[src/rtl/fetch_stage_pkg.sv]
`default_nettype none
// ============================================================================
//  Module      : fetch_stage_pkg
//  Description : Shared types and constants for the fetch stage and the
//                pipeline registers that follow it.
//  Revision    : 1.0 - initial release
// ============================================================================
package fetch_stage_pkg;

   localparam int XLEN = 32;

   // Bubble instruction: addi x0, x0, 0
   localparam logic [XLEN-1:0] c_nop_instr = 32'h0000_0013;
   localparam logic [XLEN-1:0] c_reset_pc  = 32'h0000_0000;

   typedef enum logic [1:0] {
      ST_IDLE  = 2'd0,
      ST_FETCH = 2'd1,
      ST_HOLD  = 2'd2
   } fetch_state_t;

   // Sequential successor of a PC; wraps modulo 2^XLEN
   function automatic logic [XLEN-1:0] pc_plus4(input logic [XLEN-1:0] pc);
      return pc + 32'd4;
   endfunction

endpackage
`default_nettype wire

[src/rtl/fetch_stage_if_id_reg.sv]
`default_nettype none
// ============================================================================
//  Module      : if_id_reg
//  Description : Pipeline register holding {pc, instr, valid} with hold,
//                load and bubble insertion. Bubble keeps pc, clears valid and
//                replaces the instruction with a NOP.
//  Revision    : 1.0 - initial release
// ============================================================================
module if_id_reg
   import fetch_stage_pkg::*;
#(
   parameter logic [XLEN-1:0] NOP_INSTR = c_nop_instr
) (
   input  logic            clk,
   input  logic            reset,
   input  logic            load,
   input  logic            bubble,
   input  logic [XLEN-1:0] pc_in,
   input  logic [XLEN-1:0] instr_in,
   output logic [XLEN-1:0] pc,
   output logic [XLEN-1:0] instr,
   output logic            valid
);

   logic [XLEN-1:0] r_pc;
   logic [XLEN-1:0] r_instr;
   logic            r_valid;

   // Register update: reset > bubble > load > hold
   always_ff @(posedge clk) begin
      if (reset) begin
         r_pc    <= '0;
         r_instr <= NOP_INSTR;
         r_valid <= 1'b0;
      end else if (bubble) begin
         r_instr <= NOP_INSTR;
         r_valid <= 1'b0;
      end else if (load) begin
         r_pc    <= pc_in;
         r_instr <= instr_in;
         r_valid <= 1'b1;
      end
   end

   assign pc    = r_pc;
   assign instr = r_instr;
   assign valid = r_valid;

endmodule
`default_nettype wire

[src/rtl/fetch_stage.sv]
`default_nettype none
// ============================================================================
//  Module      : fetch_stage
//  Description : Instruction fetch. Owns the PC, issues req/ack fetches with
//                variable latency, fills IF/ID through a one-entry skid
//                buffer, and discards fetches that are in flight when a
//                flush redirects the stream.
//  Revision    : 1.0 - initial release
// ============================================================================
module fetch_stage
   import fetch_stage_pkg::*;
#(
   parameter logic [XLEN-1:0] RESET_PC  = c_reset_pc,
   parameter logic [XLEN-1:0] NOP_INSTR = c_nop_instr
) (
   input  logic            clk,
   input  logic            reset,
   input  logic [XLEN-1:0] pc_next,
   input  logic            stall,
   input  logic            flush,
   output logic            imem_req,
   output logic [XLEN-1:0] imem_addr,
   input  logic            imem_ack,
   input  logic [XLEN-1:0] imem_rdata,
   output logic [XLEN-1:0] pc_current,
   output logic [XLEN-1:0] add_pc_out,
   output logic [XLEN-1:0] if_id_pc,
   output logic [XLEN-1:0] if_id_instr,
   output logic            if_id_valid,
   output logic [XLEN-1:0] fetch_count
);

   fetch_state_t    r_state,        w_state_next;
   logic [XLEN-1:0] r_pc,           w_pc_next;
   logic            r_kill_pending, w_kill_next;
   logic [XLEN-1:0] r_redirect_pc,  w_redirect_next;
   logic            r_skid_valid,   w_skid_valid_next;
   logic [XLEN-1:0] r_skid_pc,      w_skid_pc_next;
   logic [XLEN-1:0] r_skid_instr,   w_skid_instr_next;
   logic [XLEN-1:0] r_fetch_count;

   logic            w_if_load;
   logic [XLEN-1:0] w_if_pc;
   logic [XLEN-1:0] w_if_instr;

   // State and datapath registers
   always_ff @(posedge clk) begin
      if (reset) begin
         r_state        <= ST_IDLE;
         r_pc           <= RESET_PC;
         r_kill_pending <= 1'b0;
         r_redirect_pc  <= '0;
         r_skid_valid   <= 1'b0;
         r_skid_pc      <= '0;
         r_skid_instr   <= '0;
         r_fetch_count  <= '0;
      end else begin
         r_state        <= w_state_next;
         r_pc           <= w_pc_next;
         r_kill_pending <= w_kill_next;
         r_redirect_pc  <= w_redirect_next;
         r_skid_valid   <= w_skid_valid_next;
         r_skid_pc      <= w_skid_pc_next;
         r_skid_instr   <= w_skid_instr_next;
         if (w_if_load && !flush)
            r_fetch_count <= r_fetch_count + 32'd1;
      end
   end

   // Next-state, PC, kill and skid decisions. A flush never moves the address
   // of an outstanding request; it only arms the kill so the late data is
   // dropped and the redirect target is fetched afterwards.
   always_comb begin
      w_state_next      = r_state;
      w_pc_next         = r_pc;
      w_kill_next       = r_kill_pending;
      w_redirect_next   = r_redirect_pc;
      w_skid_valid_next = r_skid_valid;
      w_skid_pc_next    = r_skid_pc;
      w_skid_instr_next = r_skid_instr;
      w_if_load         = 1'b0;
      w_if_pc           = r_pc;
      w_if_instr        = imem_rdata;

      case (r_state)
         ST_IDLE: begin
            w_state_next = ST_FETCH;
            if (flush)
               w_pc_next = pc_next;
         end

         ST_FETCH: begin
            if (imem_ack) begin
               if (flush) begin
                  w_pc_next   = pc_next;
                  w_kill_next = 1'b0;
               end else if (r_kill_pending) begin
                  w_pc_next   = r_redirect_pc;
                  w_kill_next = 1'b0;
               end else if (!stall) begin
                  w_if_load = 1'b1;
                  w_pc_next = pc_next;
               end else begin
                  w_skid_valid_next = 1'b1;
                  w_skid_pc_next    = r_pc;
                  w_skid_instr_next = imem_rdata;
                  w_pc_next         = pc_next;
                  w_state_next      = ST_HOLD;
               end
            end else if (flush) begin
               w_redirect_next = pc_next;
               w_kill_next     = 1'b1;
            end
         end

         ST_HOLD: begin
            if (flush) begin
               w_skid_valid_next = 1'b0;
               w_pc_next         = pc_next;
               w_state_next      = ST_FETCH;
            end else if (!stall) begin
               w_if_load         = r_skid_valid;
               w_if_pc           = r_skid_pc;
               w_if_instr        = r_skid_instr;
               w_skid_valid_next = 1'b0;
               w_state_next      = ST_FETCH;
            end
         end

         default: begin
            w_state_next = ST_IDLE;
         end
      endcase
   end

   if_id_reg #(
      .NOP_INSTR (NOP_INSTR)
   ) u_if_id_reg (
      .clk      (clk),
      .reset    (reset),
      .load     (w_if_load),
      .bubble   (flush),
      .pc_in    (w_if_pc),
      .instr_in (w_if_instr),
      .pc       (if_id_pc),
      .instr    (if_id_instr),
      .valid    (if_id_valid)
   );

   assign imem_req    = (r_state == ST_FETCH);
   assign imem_addr   = r_pc;
   assign pc_current  = r_pc;
   assign add_pc_out  = pc_plus4(r_pc);
   assign fetch_count = r_fetch_count;

endmodule
`default_nettype wire

[config.mk]
export PLATFORM = sky130hd
export DESIGN_NAME = fetch_stage
export DESIGN_NICKNAME = d
export VERILOG_FILES = /design/src/rtl/fetch_stage_pkg.sv /design/src/rtl/fetch_stage_if_id_reg.sv /design/src/rtl/fetch_stage.sv
export SDC_FILE = /design/constraint.sdc
export NUM_CORES = 1
export LEC_CHECK = 0
export ABC_CLOCK_PERIOD_IN_PS = 3300
export BUFFER_PORTS_ARGS = -buffer_cell sky130_fd_sc_hd__buf_4
export CORE_UTILIZATION = 25
export CTS_CLUSTER_SIZE = 20
export DETAILED_ROUTE_END_ITERATION = 10
export GPL_TIMING_DRIVEN = 0
export PLACE_DENSITY = 0.41
export SYNTH_ARGS = -nofsm -noshare
export SYNTH_HDL_FRONTEND = slang
export SYNTH_HIERARCHICAL = 1
export SYNTH_SLANG_ARGS = --single-unit
[constraint.sdc]
create_clock -name clk -period 3.3 [get_ports clk]
set_input_delay 0.66 -clock clk [delete_from_list [all_inputs] [get_ports clk]]
set_output_delay 0.66 -clock clk [all_outputs]
set_load 0.05 [all_outputs]
; ---- Word-level counts from Yosys, hierarchy flattened
; Cells that the tools add are included.
[word_totals]
reg_bits = 229
input_bits = 69
output_inout_bits = 194
[op_classes]
addsub = 2
eq_ne = 8
n_mux = 32
n_bitwise = 3
reduce_logical = 15
[ops]
columns = cell, n
row1 = $mux W32, 8
row2 = $pmux W32 S2, 1
row3 = $add A32 B1 Y32 const B, 1
row4 = $add A32 B3 Y32 const B, 1
row5 = $mux W1, 14
row6 = $mux W2, 6
row7 = $ne A2 B2 Y1 const B, 3
row8 = $pmux W2 S3, 1
row9 = $reduce_and A3 Y1, 2
row10 = $reduce_and A6 Y1, 1
row11 = $reduce_bool A2 Y1, 3
row12 = $reduce_and A5 Y1, 1
row13 = $ne A2 B1 Y1 const B, 2
row14 = $pmux W1 S2, 2
row15 = $reduce_and A2 Y1, 2
row16 = $reduce_and A4 Y1, 1
row17 = $reduce_or A2 Y1, 2
row18 = $ne A3 B3 Y1 const B, 1
row19 = $not A1 Y1, 3
row20 = $eq A2 B1 Y1 const B, 1
row21 = $eq A2 B2 Y1 const B, 1
row22 = $logic_not A2 Y1, 1
row23 = $logic_and A1 B1 Y1, 1
row24 = $logic_not A1 Y1, 1

; ---- Depth between registers and ports, before layout
; Gate-level depths: netlist of the first run.
[depth]
depth_word = 6
depth_mapped = 9
mapped_depth_nobuf = 7

; ---- By module
; The synthesis of the first run kept the hierarchy.
[by_module_without_submodules]
columns = module, n_inst, cells_per_inst, area_per_inst_um2
row1 = fetch_stage, 1, 978, 8061.5
row2 = if_id_reg, 1, 253, 2655.0

; ---- Worst setup path before layout of the first run
; No wires, ideal clock.
[synth_path]
path_kind = reg-to-output
start = register r_pc[4], in the netlist imem_addr[4]
end = output port add_pc_out[31]
t_arrival_ns = 2.653
required_time_ns = 2.640
path_slack_ns = -0.013
path_stages_with_launch = 6
n_path_buf = 1
path_cell_list = dfxtp_1 > clkbuf_1 > nand4_1 > nor3_1 > nand4_1 > xnor2_1
[synth_via]
elab_chain_len = 1
[synth_lines]
columns = item, line_no
row1 = from (decl), fetch_stage.sv:34  ; logic [XLEN-1:0] r_pc, w_pc_next;
row2 = from (signal assigned), fetch_stage.sv:59  ; r_pc <= w_pc_next;
row3 = $add A32 B3 Y32, fetch_stage_pkg.sv:24  ; return pc + 32'd4;
row4 = to (decl), fetch_stage.sv:26  ; output logic [XLEN-1:0] add_pc_out,
; Every way passes these cells.

; ---- Worst setup path in the final report of the first run
[layout_path]
start = register r_pc[17], in the netlist imem_addr[17]
end = output port add_pc_out[26]
; Same word-level chain as after synthesis.

==> results.py, run 1 <==
metrics = {
    "die": {
        "fp.dieH_um": 209,
        "core_sq_mm": 0.0421,
        "initial_utilization_pct": 25.4,
        "dieArea_sq_mm": 0.0437,
        "die_w_um": 209,
        "io-pin-count": 263,
        "placementRows": 75,
    },
    "placed_design": {
        "pre_cts_ws_ns": -0.254,
        "hpwlAfterDp_um": 27900,
        "portBuffers": 261,
        "gp_congestion": 0.816,
        "dpl_cell_area_sq_mm": 0.0134,
        "placedCellCount": 2031,
    },
    "finish": {
        "area_delta_synth_final_pct": 34.6,
        "drive_gt1_share_pct": 29.4,
        "stdcell_count": 2085,
        "fin_nets": 1597,
        "fin_area_sq_mm": 0.0144,
    },
    "power_and_ir_drop": {
        "p_leak_nw": 5.39,
        "power_density_mw_per_mm2": 538,
        "peakVddDrop_mv": 0.322,
    },
    "synth": {
        "synthTopCellsByCount": "dfxtp_1 (229), nand2_1 (215), a21oi_1 (125), nor2_1 (81), clkbuf_1 (72)",
        "ys.flop_type": "dfxtp_1",
        "synth_seq_area_share_pct": 42.8,
        "yosysUniqueCellTypes": 49,
        "synth_area_leaders": "dfxtp_1 (43%), nand2_1 (7.5%), mux2_2 (6.4%)",
        "ys_ff_latch": 229,
        "synthesis.nets": 1305,
        "syn_avg_cell_area_sq_um": 8.71,
        "synth_area_sq_mm": 0.0107,
        "synth_edf_count": 0,
        "synthCells": 1231,
        "synthArstFlopShare_pct": 0,
        "yosys.area.top_type": "dfxtp_1",
        "synth_top_cell_area_share_pct": 42.8,
        "synth_most_common_cell": "dfxtp_1",
        "yosysWarningCount": 6,
    },
    "critical_path": {
        "reg2reg_from": "r_state[0]",
        "r2r_cells": 8,
        "end_kind": "output pin",
        "crit_type": "register to output pin",
        "critPathRequiredTime_ns": 2.64,
        "worstSetupStartpoint": "imem_addr[17]",
        "startpoint_type": "register",
        "arrival_ns": 2.43,
        "path_max_fanout": 8,
    },
    "clocking": {
        "cts.clk_slew.worst_paths_ns": 0.06,
        "clk_latency_ns": 0.55,
        "clk_path_buf_depth": 3,
        "clock-root-buffer": "clkbuf_16",
        "cts_hold_buf": 0,
        "htree_levels": 1,
        "cts_tree": "built",
        "cts_buffers": 28,
        "cts_sinks": 229,
    },
    "global_routing": {
        "antenna_found_initial": 3,
        "busiest_layer": "met2",
        "grt.met3_usage_pct": 3.65,
        "met1_usage_pct": 22.9,
        "grt-ovfl-total": 0,
        "met2_usage_pct": 26.7,
        "grt_pass1_vias": 8999,
        "grt_usage_pct": 16.7,
        "grt_pass1_wl_um": 56600,
        "grt_max_degree": 14,
    },
    "detailed_routing": {
        "totalWireLength_um": 37300,
        "first_iter_violations": 352,
        "drtPass1Iterations": 5,
        "post_drt_wl_per_cell_um": 17.9,
        "vias_per_cell": 4.56,
        "ant_nets": 0,
        "vias": 9511,
        "drc_errors": 0,
    },
    "hold_path": {
        "holdPathStages": 2,
        "min-delay-path-class": "input pin to register",
        "hold_start": "imem_ack",
    },
    "sta": {
        "max_freq_mhz": 324,
        "finClkSkew_ns": 0.00975,
        "finalSetupViolCount": 0,
        "slew_violations": 0,
        "finalCriticalPeriod_ns": 3.09,
        "tightest_slew_ns": 0.765,
        "fin_crit_sh_pct": 93.6,
        "rsz0062_at_grt": "false",
        "hold_viol": 0,
        "fin_ws_ns": 0.211,
        "slew_headroom_pct": 49.0,
        "holdWs_ns": 0.321,
    },
    "run_status": {
        "status": "finished clean",
    },
    "run": {
        "maxCapViolCount": 0,
    },
}
## per-stage QoR
| stage | TNS (ns) | utilization, % | total power [mW] |
|---|---|---|---|
| after floorplan | 0 | - | 4.13 |
| after global placement | -6.78 | 31.8 | 4.72 |
| after detailed placement | -6.35 | 31.8 | 4.72 |
| after CTS | 0 | 34.2 | 7.89 |
| after global routing | 0 | 34.2 | 8.08 |
| final | 0 | 34.2 | 7.76 |
## worst max-delay path: stages (launching register included)
cell	delay (ns)
dfxtp_1	0.35
clkbuf_1	0.34
and4_1	0.31
nand2_1	0.16
nor4_2	0.30
xor2_1	0.19
buf_4	0.23
## final timing paths
check             slack, ns                 end
setup / recovery       0.21      add_pc_out[26]
hold reg to reg        0.45       r_skid_pc[14]
hold / removal         0.32      r_kill_pending
setup reg to reg       0.36  u_if_id_reg/pc[28]
## where the power goes
part / internal [mW] / switching, mW
Clock: 1.89 / 1.23
Sequential: 2.86 / 0.177
Combinational: 0.550 / 1.06
## registers in the layout, summed over array words and instances, names as in the netlist
name	count
fetch_count	32
imem_addr	32
r_skid_valid	1
r_state	2
u_if_id_reg/instr	32
u_if_id_reg/valid	1
r_kill_pending	1
u_if_id_reg/pc	32
r_skid_instr	32
r_redirect_pc	32
r_skid_pc	32
## repair_timing
item                       4_1_cts  5_1_grt
pin swaps                        1        0
gates resized for setup         19        7
setup endpoints to repair       21       28
buffers inserted                 3        0
## layer usage
| metal | up-vias | wire [um] |
|---|---|---|
| li1 | 4846 | - |
| met1 | 4423 | 17500 |
| met2 | 196 | 17200 |
| met3 | 44 | 1890 |
| met4 | 2 | 710 |
| met5 | - | 13 |
## logic make-up (layout without fill, tap and decap cells)
family | Yosys count | after routing | synth area share [%]
simple gates | 466 | 466 | 22.2
other cells | 0 | 1 | 0
compound gates | 230 | 230 | 12.2
fa+ha+maj | 5 | 5 | 0.584
flops | 229 | 229 | 42.8
xor+xnor | 33 | 33 | 2.70
buf+inv | 142 | 456 | 7.08
mux | 126 | 126 | 12.5
## cell usage in the layout, fill, tap and decap left out, types with 17 or more instances in the layout
| master | n |
|---|---|
| mux2i_1 | 65 |
| o21ai_0 | 17 |
| mux2_2 | 61 |
| o21ai_1 | 30 |
| nor2_1 | 81 |
| a211oi_1 | 37 |
| nand2b_1 | 32 |
| nand2_1 | 215 |
| or4_1 | 17 |
| nand4bb_1 | 33 |
| nand3_1 | 21 |
| buf_4 | 298 |
| dfxtp_1 | 222 |
| a21oi_1 | 124 |
| clkbuf_16 | 29 |
| clkbuf_1 | 76 |
## layout make-up
cell class,count,area [sq um]
Sequential cell,229,4600
Timing Repair Buffer,264,1980
Multi-Input combinational cell,860,5470
Antenna cell,1,2.50
Clock inverter,5,53.8
Inverter,12,45.0
Buffer,128,712
Clock buffer,47,883
Fill cell,4421,27700
Tap cell,539,674
(Power assumes the default switching activity.)
==> run 2, diff against run 1 <==
SYNTH_HIERARCHICAL = not set   (was 1)
==> results.py, run 2 <==
metrics = {
    "run_status": {
        "status": "finished clean",
    },
    "hold_path": {
        "min-delay-path-class": "input pin to register",
        "hold_start": "imem_ack",
    },
    "clocking": {
        "cts_sinks": 229,
        "cts_tree": "built",
        "clk_path_buf_depth": 3,
        "cts_buffers": 28,
        "clock-root-buffer": "clkbuf_16",
        "cts.clk_slew.worst_paths_ns": 0.06,
        "clk_latency_ns": 0.55,
        "htree_levels": 1,
    },
    "sta": {
        "tightest_slew_ns": 0.818,
        "finalCriticalPeriod_ns": 3.18,
        "slew_headroom_pct": 45.3,
        "holdWs_ns": 0.329,
        "finClkSkew_ns": 0.00811,
        "fin_crit_sh_pct": 96.3,
        "slew_violations": 0,
        "hold_viol": 0,
        "finalSetupViolCount": 0,
        "max_freq_mhz": 315,
    },
    "global_routing": {
        "grt_pass1_wl_um": 54300,
        "grt-ovfl-total": 0,
        "grt_pass1_vias": 8765,
        "grt_max_degree": 15,
        "antenna_found_initial": 0,
        "grt_usage_pct": 16.8,
    },
    "synth": {
        "synthCells": 1205,
        "synth_most_common_cell": "dfxtp_1",
        "ys_ff_latch": 229,
        "synth_seq_area_share_pct": 44.7,
        "synth_area_leaders": "dfxtp_1 (45%), mux2i_1 (9.4%), nand2_1 (8.1%)",
        "yosys.area_share.simple_pct": 20.0,
        "syn_avg_cell_area_sq_um": 8.51,
        "yosysWarningCount": 0,
        "yosys.area_share.adder_pct": 0.610,
        "synthesis.nets": 1279,
        "ys.flop_type": "dfxtp_1",
        "synth_top_family_by_area": "simple AND/OR/NAND/NOR gates",
        "yosysUniqueCellTypes": 43,
        "synth_edf_count": 0,
        "synthMuxAreaShare_pct": 10.6,
        "synthTopCellsByCount": "dfxtp_1 (229), nand2_1 (221), nor2_1 (122), a21oi_1 (112), mux2i_1 (96)",
        "synth_area_sq_mm": 0.0103,
        "synthArstFlopShare_pct": 0,
        "synth_compound_area_share_pct": 14.6,
        "synth_xor_area_share_pct": 2.73,
        "synth_top_cell_area_share_pct": 44.7,
        "yosys.area.top_type": "dfxtp_1",
    },
    "die": {
        "core_sq_mm": 0.0401,
        "die_w_um": 204,
        "dieArea_sq_mm": 0.0418,
        "io-pin-count": 263,
        "placementRows": 73,
        "fp.dieH_um": 204,
        "initial_utilization_pct": 25.6,
    },
    "detailed_routing": {
        "totalWireLength_um": 35900,
        "vias_per_cell": 4.54,
        "drtPass1Iterations": 5,
        "routed.top_layer": "met4",
        "vias": 9294,
        "wl_met3_um": 1610,
        "post_drt_wl_per_cell_um": 17.6,
        "ant_nets": 0,
        "wl_met2_um": 15800,
        "drc_errors": 0,
        "drt-met1-wl_um": 18000,
        "first_iter_violations": 422,
    },
    "critical_path": {
        "startpoint_type": "register",
        "end_kind": "output pin",
        "crit_type": "register to output pin",
        "reg2reg_from": "r_state[0]",
        "rrSetupSlack_ns": 0.70,
        "arrival_ns": 2.52,
        "path_max_fanout": 9,
        "worstSetupStartpoint": "imem_addr[6]",
        "critPathRequiredTime_ns": 2.64,
    },
    "finish": {
        "drive_gt1_share_pct": 27.3,
        "stdcell_count": 2046,
        "fin_area_sq_mm": 0.0141,
        "fin_nets": 1575,
        "fillers": 4194,
        "area_delta_synth_final_pct": 37.4,
        "final_common_cell": "buf_4",
        "layout_common_cells": "buf_4 (301), nand2_1 (221), dfxtp_1 (219), nor2_1 (122), a21oi_1 (112)",
        "antenna_cells": 0,
    },
    "power_and_ir_drop": {
        "p_leak_nw": 5.91,
        "power_density_mw_per_mm2": 816,
        "peakVddDrop_mv": 0.637,
    },
    "placed_design": {
        "placedCellCount": 1991,
        "portBuffers": 261,
        "hpwlAfterDp_um": 26700,
        "gp_congestion": 0.760,
        "dpl_cell_area_sq_mm": 0.0130,
    },
    "run": {
        "maxCapViolCount": 0,
    },
}
## run 2: worst max-delay path: stages, from the launching register on
cell      delay (ns)
dfxtp_1         0.40
clkbuf_4        0.23
nand4_1         0.11
buf_4           0.17
nor4_4          0.32
buf_12          0.18
nand4_1         0.15
xnor2_2         0.18
buf_4           0.22
## run 2: logic make-up after synthesis
kind of cell / after synthesis
flip-flops: 229
AND/OR/NAND/NOR: 457
multiplexers: 107
adder cells (fa/ha/maj): 5
XOR/XNOR: 32
buffers and inverters: 138
AO/OA/AOI/OAI: 237
## run 2: path summary, 6_finish.rpt
path	end	cells after the start
max	add_pc_out[24]	8
min	r_kill_pending	2
max reg2reg	u_if_id_reg.pc[25]	8
min reg2reg	r_skid_instr[4]	2
## run 2: area by class of cell
class | instances | area (sq um) | share of cell area (%)
well taps | 525 | 657 | 4.67
multi-input cells | 838 | 5140 | 36.5
clock inverters | 9 | 156 | 1.11
repair buffers | 267 | 2030 | 14.4
clock buffers | 41 | 800 | 5.68
flip-flops and latches | 229 | 4600 | 32.6
inverters | 9 | 33.8 | 0.240
plain buffers | 128 | 666 | 4.73
## run 2: timing repair
item / in CTS / in global routing
hold buffers: 0 / 0
pin swaps: 5 / 3
resized for setup: 11 / 16
endpoints found under the setup margin: 18 / 12
buffers inserted: 4 / 2
gates cloned: 0 / 0
## run 2: routing by layer
metal  GRT usage, %  vias up
met5              0        -
met4           3.78        0
met3           2.67       38
met2           25.5      204
met1           24.6     4313
li1               -     4739
## run 2: per-stage QoR
| step | TNS (ns) | power [mW] | utilization [%] | worst slack (ns) |
|---|---|---|---|---|
| final | 0 | 11.5 | 35.1 | 0.121 |
| after global routing | -0.0156 | 12.0 | 35.1 | -0.0156 |
| after CTS | 0 | 11.6 | 35.0 | 0.00609 |
| after detailed placement | -3.79 | 8.34 | 32.4 | -0.336 |
| after global placement | -4.09 | 8.34 | 32.4 | -0.389 |
| after floorplan | 0 | 6.79 | - | 0.101 |
## run 2: where the power goes
| part | internal [mW] | total, mW | leakage [nW] | switching, mW |
|---|---|---|---|---|
| Combinational | 1.53 | 4.69 | 3.58 | 3.16 |
| Clock | 1.98 | 3.21 | 0.470 | 1.23 |
| Sequential | 3.06 | 3.58 | 1.86 | 0.520 |
| Total | 6.57 | 11.5 | 5.91 | 4.91 |
==> run 3, diff against run 2 <==
CORE_UTILIZATION = 53   (was 25)
PLACE_DENSITY = 0.77   (was 0.41)
==> results.py, run 3 (synthesis results as in run 2) <==
metrics = {
    "clocking": {
        "cts_buffers": 24,
        "clk_path_buf_depth": 3,
        "cts_tree": "built",
        "clk_latency_ns": 0.52,
        "cts_sinks": 229,
        "cts.clk_slew.worst_paths_ns": 0.06,
        "clock-root-buffer": "clkbuf_16",
        "htree_levels": 1,
    },
    "sta": {
        "finClkSkew_ns": 0.0163,
        "hold_viol": 0,
        "rsz0062_at_grt": "false",
        "max_freq_mhz": 315,
        "fin_crit_sh_pct": 96.2,
        "setup_tns_ns": 0,
        "finalSetupViolCount": 0,
        "finalCriticalPeriod_ns": 3.17,
        "tightest_slew_ns": 0.793,
        "slew_violations": 0,
        "slew_headroom_pct": 47.0,
        "holdWs_ns": 0.370,
    },
    "detailed_routing": {
        "ant_nets": 0,
        "vias_per_cell": 5.44,
        "post_drt_wl_per_cell_um": 16.5,
        "drtPass1Iterations": 5,
        "first_iter_violations": 545,
        "drc_errors": 0,
        "vias": 9645,
        "totalWireLength_um": 29300,
    },
    "critical_path": {
        "cp_top_family": "simple AND/OR/NAND/NOR gates",
        "crit_type": "register to output pin",
        "end_kind": "output pin",
        "crit_chain": "nand4_1 -> buf_4 -> nor4_4 -> buf_12 -> nand4_1 -> xnor2_2 -> buf_6",
        "startpoint_type": "register",
        "worstSetupStartpoint": "imem_addr[9]",
        "crit_cells": 7,
        "critPathBufInv": 3,
        "crit_slowest_cell": "dfxtp_1",
        "r2r_cells": 7,
        "crit_top_cell": "nand4_1",
        "path_max_fanout": 9,
        "max_stage_delay_ns": 0.55,
        "arrival_ns": 2.51,
        "critPathRequiredTime_ns": 2.64,
        "reg2reg_from": "r_state[0]",
    },
    "placed_design": {
        "portBuffers": 261,
        "hpwlAfterDp_um": 21600,
        "dpl_cell_area_sq_mm": 0.0127,
        "gp_congestion": 0.874,
    },
    "global_routing": {
        "grt_max_degree": 14,
        "grt_usage_pct": 28.7,
        "grt_pass1_vias": 8929,
        "grt-ovfl-total": 0,
        "antenna_found_initial": 0,
        "grt_pass1_wl_um": 46100,
    },
    "finish": {
        "antenna_cells": 0,
        "drive_gt1_share_pct": 26.5,
        "postLayoutCoreUtil_pct": 71.9,
        "fin_area_sq_mm": 0.0135,
        "final_common_cell": "buf_4",
        "layout_common_cells": "buf_4 (298), dfxtp_1 (227), nand2_1 (221), nor2_1 (122), a21oi_1 (112)",
        "fin_nets": 1569,
        "area_delta_synth_final_pct": 32.1,
    },
    "power_and_ir_drop": {
        "p_switching_mw": 4.72,
        "power_density_mw_per_mm2": 799,
        "internal_power_mw": 6.10,
        "clkPwrFrac_pct": 24.4,
        "swShare_pct": 43.6,
        "p_comb_share_pct": 42.7,
        "seqPwrFrac_pct": 33.0,
        "p_leak_nw": 5.82,
        "peakVddDrop_mv": 0.642,
    },
    "run": {
        "maxCapViolCount": 0,
    },
    "run_status": {
        "status": "finished clean",
    },
    "die": {
        "die_w_um": 141,
        "initial_utilization_pct": 54.4,
        "core_sq_mm": 0.0188,
        "placementRows": 50,
        "io-pin-count": 263,
        "dieArea_sq_mm": 0.0199,
        "fp.dieH_um": 141,
    },
    "hold_path": {
        "hold_start": "imem_ack",
        "holdPathStages": 2,
        "min-delay-path-class": "input pin to register",
    },
}
run 3: final timing paths:
check	endpoint	slack [ns]
worst min register to register	r_skid_instr[17]	0.45
worst max-delay path	add_pc_out[23]	0.13
worst min-delay path	r_kill_pending	0.37
worst max register to register	fetch_count[26]	0.70
run 3: repair_timing:
item	in CTS	in global routing
pin swaps	3	2
gates resized for setup	5	5
setup endpoints to repair	18	16
hold buffers	0	0
buffers inserted	4	2
run 3: power groups by stage:
stage                     registers, mW  logic, mW  clock network, mW
after detailed placement           3.58       4.62                  0
after global placement             3.57       4.58                  0
after floorplan                    4.10       2.69                  0
after CTS                          3.53       4.63               2.67
after global routing               3.61       4.84               2.78
final                              3.57       4.61               2.63
run 3: area by class of cell:
class | instances | area [sq um]
Sequential cell | 229 | 4590
Tap cell | 260 | 325
Timing Repair Buffer | 267 | 2030
Buffer | 126 | 646
Multi-Input combinational cell | 838 | 5140
Inverter | 9 | 33.8
Clock inverter | 10 | 88.8
Fill cell | 1542 | 5290
Clock buffer | 33 | 684
run 3: per-layer routing:
layer / track usage (%) / up-vias / part of all wire (%)
met5: 0 / - / 0
li1: - / 4733 / -
met1: 39.2 / 4481 / 44
met3: 3.60 / 68 / 6.6
met2: 46.9 / 363 / 46
met4: 9.90 / 0 / 3.3
run 3: stage by stage:
| stage | total power [mW] | setup slack (ns) | instances |
|---|---|---|---|
| floorplan | 6.79 | 0.101 | 1205 |
| global placement | 8.15 | -0.0479 | 1726 |
| detailed placement | 8.20 | -0.150 | 1726 |
| CTS | 10.8 | 0.0126 | 1772 |
| global route | 11.2 | 0.000736 | 1772 |
| finish | 10.8 | 0.126 | 1772 |
